**config.mk**
```make
export PLATFORM = sky130hd
export DESIGN_NAME = multisim_pull_unpack
export DESIGN_NICKNAME = d
export VERILOG_FILES = /design/src/rtl/multisim_pull_pkg.sv /design/src/rtl/multisim_sync_fifo.sv /design/src/rtl/multisim_pull_unpack.sv
export SDC_FILE = /design/constraint.sdc
export NUM_CORES = 1
export LEC_CHECK = 0
export CORE_ASPECT_RATIO = 0.9
export CORE_UTILIZATION = 35
export DETAILED_ROUTE_END_ITERATION = 10
export PLACE_DENSITY = 0.51
export SLEW_MARGIN = 0
export SYNTH_ARGS = -nofsm -noshare
export SYNTH_HDL_FRONTEND = slang
export SYNTH_SLANG_ARGS = --single-unit
```
**constraint.sdc**
```tcl
create_clock -name clk -period 5.75 [get_ports clk]
set_clock_uncertainty 0.05 [all_clocks]
set_input_delay 1.725 -clock clk [delete_from_list [all_inputs] [get_ports clk]]
set_output_delay 1.725 -clock clk [all_outputs]
set_load 0.02 [all_outputs]
```
**src/rtl/multisim_pull_pkg.sv**
```systemverilog
//------------------------------------------------------------------------------
// multisim_pull_pkg : shared types and sizing helpers for the pull unpacker
// Revision: 1.0
//------------------------------------------------------------------------------
`default_nettype none

package multisim_pull_pkg;

  typedef enum logic [0:0] {
    IDLE  = 1'b0,
    SHIFT = 1'b1
  } ser_state_e;

  function automatic int calc_ratio(input int in_w, input int out_w);
    return in_w / out_w;
  endfunction

  // Index counters never shrink below one bit, even for a 1:1 ratio.
  function automatic int idx_width(input int ratio);
    return (ratio > 1) ? $clog2(ratio) : 1;
  endfunction

  function automatic int cnt_width(input int depth);
    return $clog2(depth) + 1;
  endfunction

endpackage

`default_nettype wire

```
**src/rtl/multisim_sync_fifo.sv**
```systemverilog
//------------------------------------------------------------------------------
// multisim_sync_fifo : power-of-two synchronous FIFO with first-word-fall-through head
// Revision: 1.0
//------------------------------------------------------------------------------
`default_nettype none

module multisim_sync_fifo
  import multisim_pull_pkg::*;
#(
  parameter int WIDTH = 64,
  parameter int DEPTH = 4
) (
  input  logic                     clk,
  input  logic                     rst_n,
  input  logic                     push,
  input  logic [WIDTH-1:0]         push_data,
  input  logic                     pop,
  output logic [WIDTH-1:0]         head,
  output logic                     full,
  output logic                     empty,
  output logic [$clog2(DEPTH):0]   count
);

  localparam int AW = (DEPTH > 1) ? $clog2(DEPTH) : 1;
  localparam int CW = cnt_width(DEPTH);

  generate
    if (DEPTH < 2 || (DEPTH & (DEPTH - 1)) != 0) begin : g_bad_depth
      $error("multisim_sync_fifo: DEPTH must be a power of two and at least 2");
    end
  endgenerate

  logic [AW-1:0]    wr_ptr_q, wr_ptr_d;
  logic [AW-1:0]    rd_ptr_q, rd_ptr_d;
  logic [CW-1:0]    count_q, count_d;
  logic [WIDTH-1:0] mem_q [DEPTH];

  always_comb begin
    wr_ptr_d = wr_ptr_q;
    rd_ptr_d = rd_ptr_q;
    count_d  = count_q;
    if (push) wr_ptr_d = wr_ptr_q + AW'(1);
    if (pop)  rd_ptr_d = rd_ptr_q + AW'(1);
    case ({push, pop})
      2'b10:   count_d = count_q + CW'(1);
      2'b01:   count_d = count_q - CW'(1);
      default: count_d = count_q;
    endcase
  end

  always_ff @(posedge clk) begin
    if (!rst_n) begin
      wr_ptr_q <= '0;
      rd_ptr_q <= '0;
      count_q  <= '0;
    end else begin
      wr_ptr_q <= wr_ptr_d;
      rd_ptr_q <= rd_ptr_d;
      count_q  <= count_d;
    end
  end

  // Storage carries no reset; entries are only read once written.
  always_ff @(posedge clk) begin
    if (push) mem_q[wr_ptr_q] <= push_data;
  end

  assign head  = mem_q[rd_ptr_q];
  assign full  = (count_q == CW'(DEPTH));
  assign empty = (count_q == '0);
  assign count = count_q;

`ifndef SYNTHESIS
  a_no_overflow:  assert property (@(posedge clk) disable iff (!rst_n) !(push && full));
  a_no_underflow: assert property (@(posedge clk) disable iff (!rst_n) !(pop && empty));
`endif

endmodule

`default_nettype wire

```
**src/rtl/multisim_pull_unpack.sv**
```systemverilog
//------------------------------------------------------------------------------
// multisim_pull_unpack : buffers wide pull-server words and serializes them LSB slice first
// Revision: 1.0
//------------------------------------------------------------------------------
`default_nettype none

module multisim_pull_unpack
  import multisim_pull_pkg::*;
#(
  parameter int IN_WIDTH   = 64,
  parameter int OUT_WIDTH  = 16,
  parameter int FIFO_DEPTH = 4
) (
  input  logic                 clk,
  input  logic                 rst_n,
  input  logic                 in_vld,
  output logic                 in_rdy,
  input  logic [IN_WIDTH-1:0]  in_data,
  output logic                 out_vld,
  input  logic                 out_rdy,
  output logic [OUT_WIDTH-1:0] out_data,
  output logic                 out_last
);

  localparam int RATIO = calc_ratio(IN_WIDTH, OUT_WIDTH);
  localparam int BW    = idx_width(RATIO);
  localparam int CW    = cnt_width(FIFO_DEPTH);
  localparam logic [BW-1:0] LAST_IDX = BW'(RATIO - 1);

  generate
    if (IN_WIDTH % OUT_WIDTH != 0) begin : g_bad_ratio
      $error("multisim_pull_unpack: IN_WIDTH must be a multiple of OUT_WIDTH");
    end
  endgenerate

  logic                fifo_push, fifo_pop, fifo_full, fifo_empty;
  logic [IN_WIDTH-1:0] fifo_head;
  logic [CW-1:0]       fifo_count;

  // Ready depends only on registered occupancy, never on out_rdy.
  assign in_rdy    = rst_n && !fifo_full;
  assign fifo_push = in_vld && in_rdy;

  multisim_sync_fifo #(
    .WIDTH (IN_WIDTH),
    .DEPTH (FIFO_DEPTH)
  ) u_fifo (
    .clk       (clk),
    .rst_n     (rst_n),
    .push      (fifo_push),
    .push_data (in_data),
    .pop       (fifo_pop),
    .head      (fifo_head),
    .full      (fifo_full),
    .empty     (fifo_empty),
    .count     (fifo_count)
  );

  ser_state_e          state_q, state_d;
  logic [IN_WIDTH-1:0] word_q, word_d;
  logic [BW-1:0]       beat_idx_q, beat_idx_d;
  logic [OUT_WIDTH-1:0] out_data_q, out_data_d;
  logic                out_last_q, out_last_d;

  // word_q holds the not-yet-emitted upper slices so each beat is a plain register copy.
  always_comb begin
    state_d    = state_q;
    word_d     = word_q;
    beat_idx_d = beat_idx_q;
    out_data_d = out_data_q;
    out_last_d = out_last_q;
    fifo_pop   = 1'b0;
    case (state_q)
      IDLE: begin
        if (!fifo_empty) begin
          fifo_pop   = 1'b1;
          state_d    = SHIFT;
          beat_idx_d = '0;
          out_data_d = fifo_head[OUT_WIDTH-1:0];
          word_d     = fifo_head >> OUT_WIDTH;
          out_last_d = (LAST_IDX == '0);
        end
      end
      SHIFT: begin
        if (out_rdy) begin
          if (!out_last_q) begin
            beat_idx_d = beat_idx_q + BW'(1);
            out_data_d = word_q[OUT_WIDTH-1:0];
            word_d     = word_q >> OUT_WIDTH;
            out_last_d = ((beat_idx_q + BW'(1)) == LAST_IDX);
          end else if (!fifo_empty) begin
            fifo_pop   = 1'b1;
            beat_idx_d = '0;
            out_data_d = fifo_head[OUT_WIDTH-1:0];
            word_d     = fifo_head >> OUT_WIDTH;
            out_last_d = (LAST_IDX == '0);
          end else begin
            state_d    = IDLE;
            out_last_d = 1'b0;
          end
        end
      end
      default: state_d = IDLE;
    endcase
  end

  always_ff @(posedge clk) begin
    if (!rst_n) begin
      state_q    <= IDLE;
      word_q     <= '0;
      beat_idx_q <= '0;
      out_data_q <= '0;
      out_last_q <= 1'b0;
    end else begin
      state_q    <= state_d;
      word_q     <= word_d;
      beat_idx_q <= beat_idx_d;
      out_data_q <= out_data_d;
      out_last_q <= out_last_d;
    end
  end

  assign out_vld  = (state_q == SHIFT);
  assign out_data = out_data_q;
  assign out_last = out_last_q;

`ifndef SYNTHESIS
  a_count_range: assert property (@(posedge clk) disable iff (!rst_n)
                                  fifo_count <= CW'(FIFO_DEPTH));
`endif

endmodule

`default_nettype wire

```
* After elaboration in Yosys (flattened, before gate mapping)
Memories as Yosys holds them, arrays and structs flattened. A register that Yosys moved wholly into a read port is not among the register bits.
Cells that the tools add are included.
W data, S select, Z words.
** Word-level totals
- Output and inout bits :: 19
- Bits in writable memories :: 256
- Input bits :: 68
- Memories :: 1
- Bits in registers :: 91
** Memory list
- u_fifo.mem_q :: depth 4, width 64, read ports 1, clocked after memory_dff 1, write ports 1, line multisim_sync_fifo.sv:36 : logic [WIDTH-1:0] mem_q [DEPTH];
** Operators by class
- Equal/unequal tests :: 6
- Reductions and logical operators :: 6
- Multiplexer cells :: 28
- Add/sub/neg operators :: 5
- Bitwise logic cells :: 1
** Operators by type and width (count)
- $mux W64 :: 3
- $pmux W64 S2 :: 1
- $mux W16 :: 3
- $pmux W16 S2 :: 1
- $mux W1 :: 10
- $mux W2 :: 5
- $add A2 B1 Y2 const B :: 3
- $pmux W1 S2 :: 3
- $pmux W3 S2 :: 1
- $eq A2 B2 Y1 const B :: 2
- $ne A2 B2 Y1 const B :: 2
- $pmux W2 S2 :: 1
- $add A3 B1 Y3 const B :: 1
- $eq A3 B3 Y1 const B :: 1
- $logic_not A3 Y1 :: 1
- $sub A3 B1 Y3 const B :: 1
- $eq A2 B1 Y1 const B :: 1
- $logic_and A1 B1 Y1 :: 2
- $reduce_and A2 Y1 :: 1
- $reduce_bool A2 Y1 :: 1
- $logic_not A1 Y1 :: 1
- $not A1 Y1 :: 1

* Longest topological paths before layout
Gate-level depths: netlist (run 1).
- Word-level depth :: 7
- Gate-level depth with buffers :: 12
- Gate-level depth less buffers :: 9

* Hierarchy
Synthesis (run 1) repeated with hierarchy kept, for this count alone.
** Second synthesis, totals
- Cell total of the unflattened synthesis :: 719
- Area total of the unflattened synthesis :: 13166.4 um^2
** Modules (own cells, without submodules)
- multisim_sync_fifo :: sequential area each 7867.5 um^2, area each 9760.6 um^2, instances 1, cells each 380
- multisim_pull_unpack :: sequential area each 1681.6 um^2, area each 3405.8 um^2, instances 1, cells each 339

* Least setup slack after synthesis (run 1)
Ideal clock, no wire load.
- Kind :: input -> register
- Start :: input in_vld
- End :: memory u_fifo.mem_q[0][0], enable pin
- Stages :: 3
- Setup time :: 0.429 ns
- Arrival :: 3.703 ns
- Buffers on the path :: 0
- Required time :: 5.271 ns
- Setup slack :: 1.569 ns
- Path through :: inv_1 -> a211oi_2 -> and2_1
** Between the ends
- Word-level cells in the longest chain between the ends :: 3
** RTL lines
- from (decl) :: line multisim_pull_unpack.sv:16 : input logic in_vld,
- $logic_and A1 B1 Y1 :: line multisim_pull_unpack.sv:42 : assign fifo_push = in_vld && in_rdy;
- $mux W1 :: line multisim_sync_fifo.sv:65 : if (push) mem_q[wr_ptr_q] <= push_data;
- $mux W1 (implied by the code) :: line multisim_sync_fifo.sv:65
- to (decl) :: line multisim_sync_fifo.sv:36
No other way between the ends.

* Worst setup path after layout (run 1)
- Start :: input rst_n
- End :: output in_rdy
** Between the ends
- Word-level cells in the longest chain between the ends :: 1
** RTL lines
- from (decl) :: line multisim_pull_unpack.sv:15 : input logic rst_n,
- $logic_and A1 B1 Y1 :: line multisim_pull_unpack.sv:41 : assign in_rdy = rst_n && !fifo_full;
- to (decl) :: line multisim_pull_unpack.sv:17 : output logic in_rdy,
No other way between the ends.

==> results of run 1 <==
## synth_stat cells, drive strengths merged
cell type	number	area (um^2)
or3	66	413
inv	13	48.8
nor3b	18	135
nand3	4	20.0
a21oi	10	50.1
or4	1	7.51
mux4	64	1440
a211oi	1	12.5
nor2	132	495
buf	29	198
nor2b	4	25.0
a22oi	64	480
xor2	2	17.5
mux2i	2	20.0
fa	1	20.0
o2111a	64	721
nor4	1	6.26
o31ai	1	7.51
edfxtp	256	7690
and2	5	31.3
o21ai	5	25.0
nand2	2	7.51
nor3	2	15.0
a21boi	1	7.51
ha	6	75.1
clkbuf	47	176
dfxtp	93	1860
or2	1	6.26
nand2b	1	6.26
## state kept, by name (all words and copies together) (netlist names), named ones only
| name | flops |
|---|---|
| u_fifo.mem_q | 256 |
| word_q | 64 |
| out_data | 16 |
| u_fifo.count | 3 |
| beat_idx_q | 2 |
| u_fifo.rd_ptr_q | 2 |
| u_fifo.wr_ptr_q | 2 |
| out_last | 1 |
| out_vld | 1 |
## layer usage
metal | up-vias | global-route usage, %
met5 | - | 0
met2 | 182 | 25.3
met4 | 0 | 4.29
met3 | 51 | 2.70
li1 | 3675 | -
met1 | 4108 | 25.1
## area by class of cell
cell class,instances,area share [%]
inverters,13,0.296
well taps,532,4.04
clock inverters,14,0.563
repair buffers,105,6.26
flip-flops and latches,349,58.1
clock buffers,51,6.07
multi-input cells,458,24.7
## logic make-up after synthesis
family                   synth area share [%]
flip-flops                               68.1
XOR/XNOR                                0.125
adder cells (fa/ha/maj)                 0.678
multiplexers                             10.4
buffers and inverters                    3.02
AND/OR/NAND/NOR                          8.34
AO/OA/AOI/OAI                            9.30
## worst paths after layout
path                                   to  slack [ns]
max                                in_rdy        1.39
min               word_q[63]$_SDFFE_PN0P_        0.42
max reg2reg  u_fifo.count[2]$_SDFFE_PN0P_        2.79
min reg2reg       word_q[63]$_SDFFE_PN0P_        0.42
## per-stage QoR
stage | hold slack [ns] | power (mW)
final | 0.423 | 7.86
after global routing | 0.440 | 8.27
after CTS | 0.425 | 7.94
after detailed placement | 0.417 | 5.75
after global placement | 0.413 | 5.71
after floorplan | 0.403 | 5.06
## power groups by stage
stage / sequential (mW) / combinational (mW) / clock (mW)
3_5_place_dp: 3.38 / 2.37 / 0
3_3_place_gp: 3.38 / 2.33 / 0
4_1_cts: 3.33 / 2.38 / 2.23
2_1_floorplan: 3.29 / 1.78 / 0
5_1_grt: 3.38 / 2.57 / 2.33
6_report: 3.32 / 2.35 / 2.18
==> flow_metrics.tcl, run 1 <==
set metrics [dict create \
    status "completed" \
    top_layer "met4" \
    drt_pass1_iterations 5 \
    placed_cell_area_um2 15400 \
    ctsHoldBuffers 0 \
    cp-startpoint "rst_n" \
    cp_top_family "buffers and inverters" \
    antenna_cells 0 \
    power.density_nw_per_um2 477 \
    synthDistinctLibCells 34 \
    coreArea_um2 39500 \
    die_y_um 192 \
    holdPathStages 1 \
    instances_no_fill 1522 \
    finalWeightedCongestion 0.698 \
    critPathKind "in2out" \
    netlist_area_um2 14000 \
    wl_met1_um 16200 \
    die_w_um 213 \
    row_count 69 \
    cp_num_cells 4 \
    most-common-layout-cells "edfxtp_1 (256), nor2_1 (132), dfxtp_1 (89), clkdlybuf4s50_1 (84), or3_1 (65)" \
    antenna_found_initial 0 \
    routedWlPerCell_um 22.0 \
    grt_pass1_wl_um 51100 \
    swShare_pct 32.2 \
    vdd_ir_drop_max_v 0.000376 \
    hold_viol_final 0 \
    final_common_cell "edfxtp_1" \
    clock_sinks 349 \
    cts_root_buffer "clkbuf_16" \
    leakage_nw 5.28 \
    yosysWarnings 0 \
    clockPowerShare_pct 27.8 \
    htreeDepth 2 \
    grt-ovfl-total 0 \
    drtIter0Drc 690 \
    endpoint_kind "primary output" \
    fmax_mhz 229 \
    max_slew_margin_pct 38.8 \
    hp-class "reg2reg" \
    post_cts_buffers 0 \
    rr_worst_depth 10 \
    switchingPower_mw 2.53 \
    cts.clk_slew.worst_paths_ns 0.06 \
    seqPwrFrac_pct 42.3 \
    crit_buf_inv 3 \
    start_util_pct 35.5 \
    cpPeakStageDelay_ns 0.61 \
    p_comb_share_pct 29.9 \
    viasPerCell 5.27 \
    hpwlAfterDp_um 19400 \
    vias 8016 \
    clk_path_buf_depth 3 \
    min_from "word_q[63]$_SDFFE_PN0P_" \
    wl_um 33500 \
    rsz0062_at_grt "false" \
    slowest_stage "clkdlybuf4s50_1" \
    tns_ns 0 \
    area_growth_pct 17.4 \
    cts_made_buffers 36 \
    grt_usage_pct 16.8 \
    seq_area_frac_synth_pct 68.1 \
    dieArea_um2 40900 \
    dp_slack_ns 1.36 \
    grt_pass1_vias 8148 \
    path_max_fanout 2 \
    synth-seq-cells 349 \
    synthCells 896 \
    utilization_pct 41.7 \
    drive_gt1_share_pct 15.6 \
    fin_ws_ns 1.39 \
    cts_resized 0 \
    path_cells "buf_2, inv_2, a21oi_1, clkdlybuf4s50_1" \
    grt_max_degree 72 \
    wl_met2_um 15200 \
    portBuffers 86 \
    nets 1038 \
    tightest_slew_ns 0.918 \
    num_io_pins 87 \
    setup_violations 0 \
    intPower_mw 5.33 \
    drc 0 \
    crit_required_ns 3.97 \
    nFillCells 3560 \
    clock_latency_ns 0.53 \
    finalCritPeriodShare_pct 75.8 \
    synthesis.nets 971 \
    syn_avg_cell_area_um2 15.6 \
    seq_area_um2 9560 \
    startpoint_type "input pin" \
    antenna_left 0 \
    dr_wl_met3_um 1500 \
    critPathArrivalTime_ns 2.58 \
    numPlacedInstances 1457 \
    drv_slew 0 \
    fin_area_um2 16500 \
    cts_tree "done" \
    period_minus_slack_ns 4.36 \
    multi_input_area_um2 4070 \
    cap_viol_max_count 0 \
    reg2reg_from "out_last$_SDFFE_PN0P_" \
]
(Power assumes the default switching activity.)
==> run 2, diff against run 1 <==
- clock period: 5.75 -> 4.3 ns (I/O delays scaled with it)
==> flow_metrics.tcl, run 2 (synthesis gave the netlist of run 1 again) <==
set metrics [dict create \
    status "completed" \
    instances_no_fill 1526 \
    post_cts_buffers 0 \
    hold_end "word_q[63]$_SDFFE_PN0P_" \
    fin_ws_ns 0.825 \
    finalWeightedCongestion 0.705 \
    cp-startpoint "rst_n" \
    start_util_pct 35.5 \
    crit_buf_inv 3 \
    numPlacedInstances 1458 \
    timing.hold.ws_ns 0.423 \
    die_w_um 213 \
    grt_usage_pct 16.4 \
    wl_um 33000 \
    leakage_nw 5.36 \
    drt_pass1_iterations 5 \
    power.density_nw_per_um2 648 \
    cts_root_buffer "clkbuf_16" \
    num_io_pins 87 \
    cts_resized 0 \
    grt_pass1_wl_um 50200 \
    setup_violations 0 \
    most-common-layout-cells "edfxtp_1 (256), nor2_1 (132), dfxtp_1 (89), clkdlybuf4s50_1 (84), or3_1 (65)" \
    holdPathStages 1 \
    clk_path_buf_depth 3 \
    critPathKind "in2out" \
    tns_ns 0 \
    reg2reg_from "out_vld$_SDFF_PN0_" \
    rsz0062_at_grt "false" \
    drive_gt1_share_pct 15.9 \
    period_minus_slack_ns 3.48 \
    drc 0 \
    rr_endpoint "word_q[38]$_SDFFE_PN0P_" \
    path_max_fanout 2 \
    cp_top_family "buffers and inverters" \
    drtIter0Drc 599 \
    drv_slew 0 \
    startpoint_type "input pin" \
    grt-ovfl-total 0 \
    coreArea_um2 39500 \
    met3_usage_pct 2.35 \
    largest-register "u_fifo.mem_q" \
    reg2reg_slack_ns 1.89 \
    antenna_cells 0 \
    slowest_stage "clkdlybuf4s50_1" \
    vias 8036 \
    seqPwrFrac_pct 40.7 \
    p_comb_share_pct 29.9 \
    utilization_pct 42.1 \
    ctsHoldBuffers 0 \
    dp_slack_ns 0.829 \
    cts_tree "done" \
    tightest_slew_ns 1.01 \
    htreeDepth 2 \
    portBuffers 86 \
    largest_reg_flops 256 \
    path_cells "buf_2, inv_2, a21oi_1, clkdlybuf4s50_1" \
    row_count 69 \
    routedWlPerCell_um 21.6 \
    final_common_cell "edfxtp_1" \
    cpPeakStageDelay_ns 0.61 \
    switchingPower_mw 3.37 \
    crit_required_ns 2.96 \
    grtUsageMet2_pct 24.8 \
    cts_made_buffers 37 \
    cap_viol_max_count 0 \
    max_slew_margin_pct 32.9 \
    area_growth_pct 18.5 \
    grt_max_degree 70 \
    clockPowerShare_pct 29.4 \
    met1_usage_pct 24.3 \
    clock_sinks 349 \
    intPower_mw 7.39 \
    p_total_mw 10.8 \
    critPathArrivalTime_ns 2.14 \
    fmax_mhz 288 \
    min_from "word_q[63]$_SDFFE_PN0P_" \
    hold_viol_final 0 \
    grt-busiest-layer "met2" \
    grt_pass1_vias 8149 \
    die_y_um 192 \
    antenna_left 0 \
    finalCritPeriodShare_pct 80.8 \
    hpwlAfterDp_um 18500 \
    hp-class "reg2reg" \
    rr_worst_depth 5 \
    antenna_found_initial 0 \
    nets 1040 \
    cts.clk_slew.worst_paths_ns 0.06 \
    fin_area_um2 16600 \
    dieArea_um2 40900 \
    swShare_pct 31.3 \
    clock_latency_ns 0.53 \
    vdd_ir_drop_max_v 0.000375 \
    viasPerCell 5.27 \
    placed_cell_area_um2 15400 \
    endpoint_kind "primary output" \
]
[run 2: area by class of cell]
class | instances | area (um^2)
clock inverters | 13 | 93.8
fillers | 3580 | 22800
flip-flops and latches | 349 | 9560
repair buffers | 106 | 1060
multi-input cells | 458 | 4060
well taps | 532 | 666
inverters | 13 | 48.8
clock buffers | 55 | 1120
[run 2: metal layers]
metal	part of all wire (%)	wire [um]
met1	48	16000
met2	45	14700
met3	4.5	1490
met4	2.2	741
met5	0	0
[run 2: worst max-delay path by stage]
stage	endpoint	cells past startpoint	slack [ns]
floorplan	u_fifo.mem_q[1][0]$_DFFE_PP_	3	0.55
global placement	in_rdy	4	0.83
detailed placement	in_rdy	4	0.83
CTS	in_rdy	4	0.82
global route	in_rdy	4	0.79
finish	in_rdy	4	0.82
[run 2: worst register-to-register path, stage by stage, from the launching register on]
cell and delay [ns]:
dfxtp_2 0.37, buf_4 0.66, and2_2 0.57, buf_12 0.32, a22oi_1 0.14, o2111a_1 0.19
[run 2: power groups by stage]
stage / clock network, mW / registers, mW / logic [mW]
3_5_place_dp: 0 / 4.45 / 3.24
6_report: 3.16 / 4.38 / 3.22
5_1_grt: 3.35 / 4.43 / 3.53
4_1_cts: 3.24 / 4.38 / 3.26
2_1_floorplan: 0 / 4.39 / 2.37
3_3_place_gp: 0 / 4.44 / 3.21
==> run 3, diff against run 2 <==
- PLACE_DENSITY: 0.51 -> 0.53
- clock period: 4.3 -> 2.95 ns (I/O delays scaled with it)
==> flow_metrics.tcl, run 3 (synthesis gave the netlist of run 1 again) <==
set metrics [dict create \
    start_util_pct 35.5 \
    cp_top_family "buffers and inverters" \
    grtUsageMet2_pct 24.6 \
    antenna_found_initial 0 \
    setup_violations 0 \
    cpPeakStageDelay_ns 0.61 \
    p_comb_share_pct 30.7 \
    most-common-layout-cells "edfxtp_1 (256), nor2_1 (132), dfxtp_1 (89), clkdlybuf4s50_1 (84), or3_1 (65)" \
    cts_resized 0 \
    row_count 69 \
    reg2reg_slack_ns 0.65 \
    nets 1055 \
    endpoint_kind "primary output" \
    intPower_mw 10.9 \
    grt-busiest-layer "met2" \
    dp_slack_ns 0.113 \
    path_max_fanout 6 \
    crit_required_ns 2.02 \
    crit_buf_inv 1 \
    path_cells "nor2_1, a21oi_1, clkdlybuf4s50_1" \
    seqPwrFrac_pct 40.5 \
    reg2reg_from "u_fifo.count[2]$_SDFFE_PN0P_" \
    met1_usage_pct 24.5 \
    vdd_ir_drop_max_v 0.000598 \
    rsz0062_at_grt "false" \
    routedWlPerCell_um 21.6 \
    timing.hold.ws_ns 0.423 \
    hold_viol_final 0 \
    critPathKind "reg2out" \
    grt_pass1_vias 8183 \
    cts_root_buffer "clkbuf_16" \
    viasPerCell 5.23 \
    largest-register "u_fifo.mem_q" \
    post_cts_buffers 0 \
    drv_slew 0 \
    drt_pass1_iterations 5 \
    tightest_slew_ns 0.843 \
    grt_max_degree 67 \
    startpoint_type "register" \
    placed_cell_area_um2 15700 \
    finalWeightedCongestion 0.725 \
    p_total_mw 15.8 \
    min_from "word_q[49]$_SDFFE_PN0P_" \
    wl_um 33200 \
    period_minus_slack_ns 2.76 \
    ctsHoldBuffers 0 \
    cts_made_buffers 38 \
    final_common_cell "edfxtp_1" \
    die_w_um 213 \
    area_growth_pct 20.4 \
    met3_usage_pct 2.67 \
    antenna_left 0 \
    swShare_pct 31.3 \
    clockPowerShare_pct 28.9 \
    antenna_cells 0 \
    rr_endpoint "u_fifo.count[2]$_SDFFE_PN0P_" \
    utilization_pct 42.8 \
    grt_pass1_wl_um 50600 \
    clk_path_buf_depth 3 \
    die_y_um 192 \
    drtIter0Drc 697 \
    numPlacedInstances 1472 \
    coreArea_um2 39500 \
    cts.clk_slew.worst_paths_ns 0.06 \
    htreeDepth 2 \
    fin_area_um2 16900 \
    instances_no_fill 1541 \
    hp-class "reg2reg" \
    clock_sinks 349 \
    grt_usage_pct 16.5 \
    switchingPower_mw 4.96 \
    dieArea_um2 40900 \
    finalCritPeriodShare_pct 93.6 \
    grt-ovfl-total 0 \
    hpwlAfterDp_um 20100 \
    cap_viol_max_count 0 \
    nFillCells 3558 \
    leakage_nw 5.47 \
    max_slew_margin_pct 43.8 \
    cts_tree "done" \
    clock_latency_ns 0.53 \
    largest_reg_flops 256 \
    tns_ns 0 \
    drive_gt1_share_pct 17.0 \
    num_io_pins 87 \
    hold_end "word_q[49]$_SDFFE_PN0P_" \
    portBuffers 86 \
    critPathArrivalTime_ns 1.83 \
    vias 8066 \
    rr_worst_depth 9 \
    slowest_stage "clkdlybuf4s50_1" \
    holdPathStages 1 \
    power.density_nw_per_um2 939 \
    fin_ws_ns 0.189 \
    drc 0 \
    status "completed" \
    fmax_mhz 362 \
]
-- run 3: how the worst max path moves through the flow --
stage                                            start                            end  slack [ns]  cells after the start
after detailed placement                        in_vld   u_fifo.count[2]$_SDFFE_PN0P_        0.11                     10
after global routing      u_fifo.count[0]$_SDFFE_PN0P_                         in_rdy        0.09                      3
after floorplan                                out_rdy   u_fifo.count[2]$_SDFFE_PN0P_       0.005                     12
final                     u_fifo.count[0]$_SDFFE_PN0P_                         in_rdy        0.19                      3
after CTS                 u_fifo.count[0]$_SDFFE_PN0P_                         in_rdy        0.16                      3
after global placement                          in_vld  u_fifo.mem_q[1][51]$_DFFE_PP_        0.14                      6
-- run 3: cell type report --
| type | count | area [um^2] | area share (%) |
|---|---|---|---|
| sequential | 349 | 9560 | 56.6 |
| multi-input combinational | 458 | 4070 | 24.1 |
| timing repair buffer | 120 | 1330 | 7.89 |
| clock buffer | 53 | 1100 | 6.52 |
| tap | 532 | 666 | 3.94 |
| clock inverter | 16 | 106 | 0.630 |
| inverter | 13 | 48.8 | 0.289 |
-- run 3: power by group through the flow --
stage | registers (mW) | logic, mW | clock network, mW
after global placement | 6.50 | 4.87 | 0
after global routing | 6.49 | 5.28 | 4.84
after CTS | 6.41 | 4.93 | 4.68
after floorplan | 6.39 | 3.47 | 0
after detailed placement | 6.51 | 4.90 | 0
final | 6.41 | 4.86 | 4.57
-- run 3: per-layer routing --
layer / wire (um) / vias up / share of wire (%)
met5: 0 / - / 0
met3: 1400 / 56 / 4.2
li1: - / 3712 / -
met4: 823 / 0 / 2.5
met2: 14900 / 190 / 45
met1: 16200 / 4108 / 49
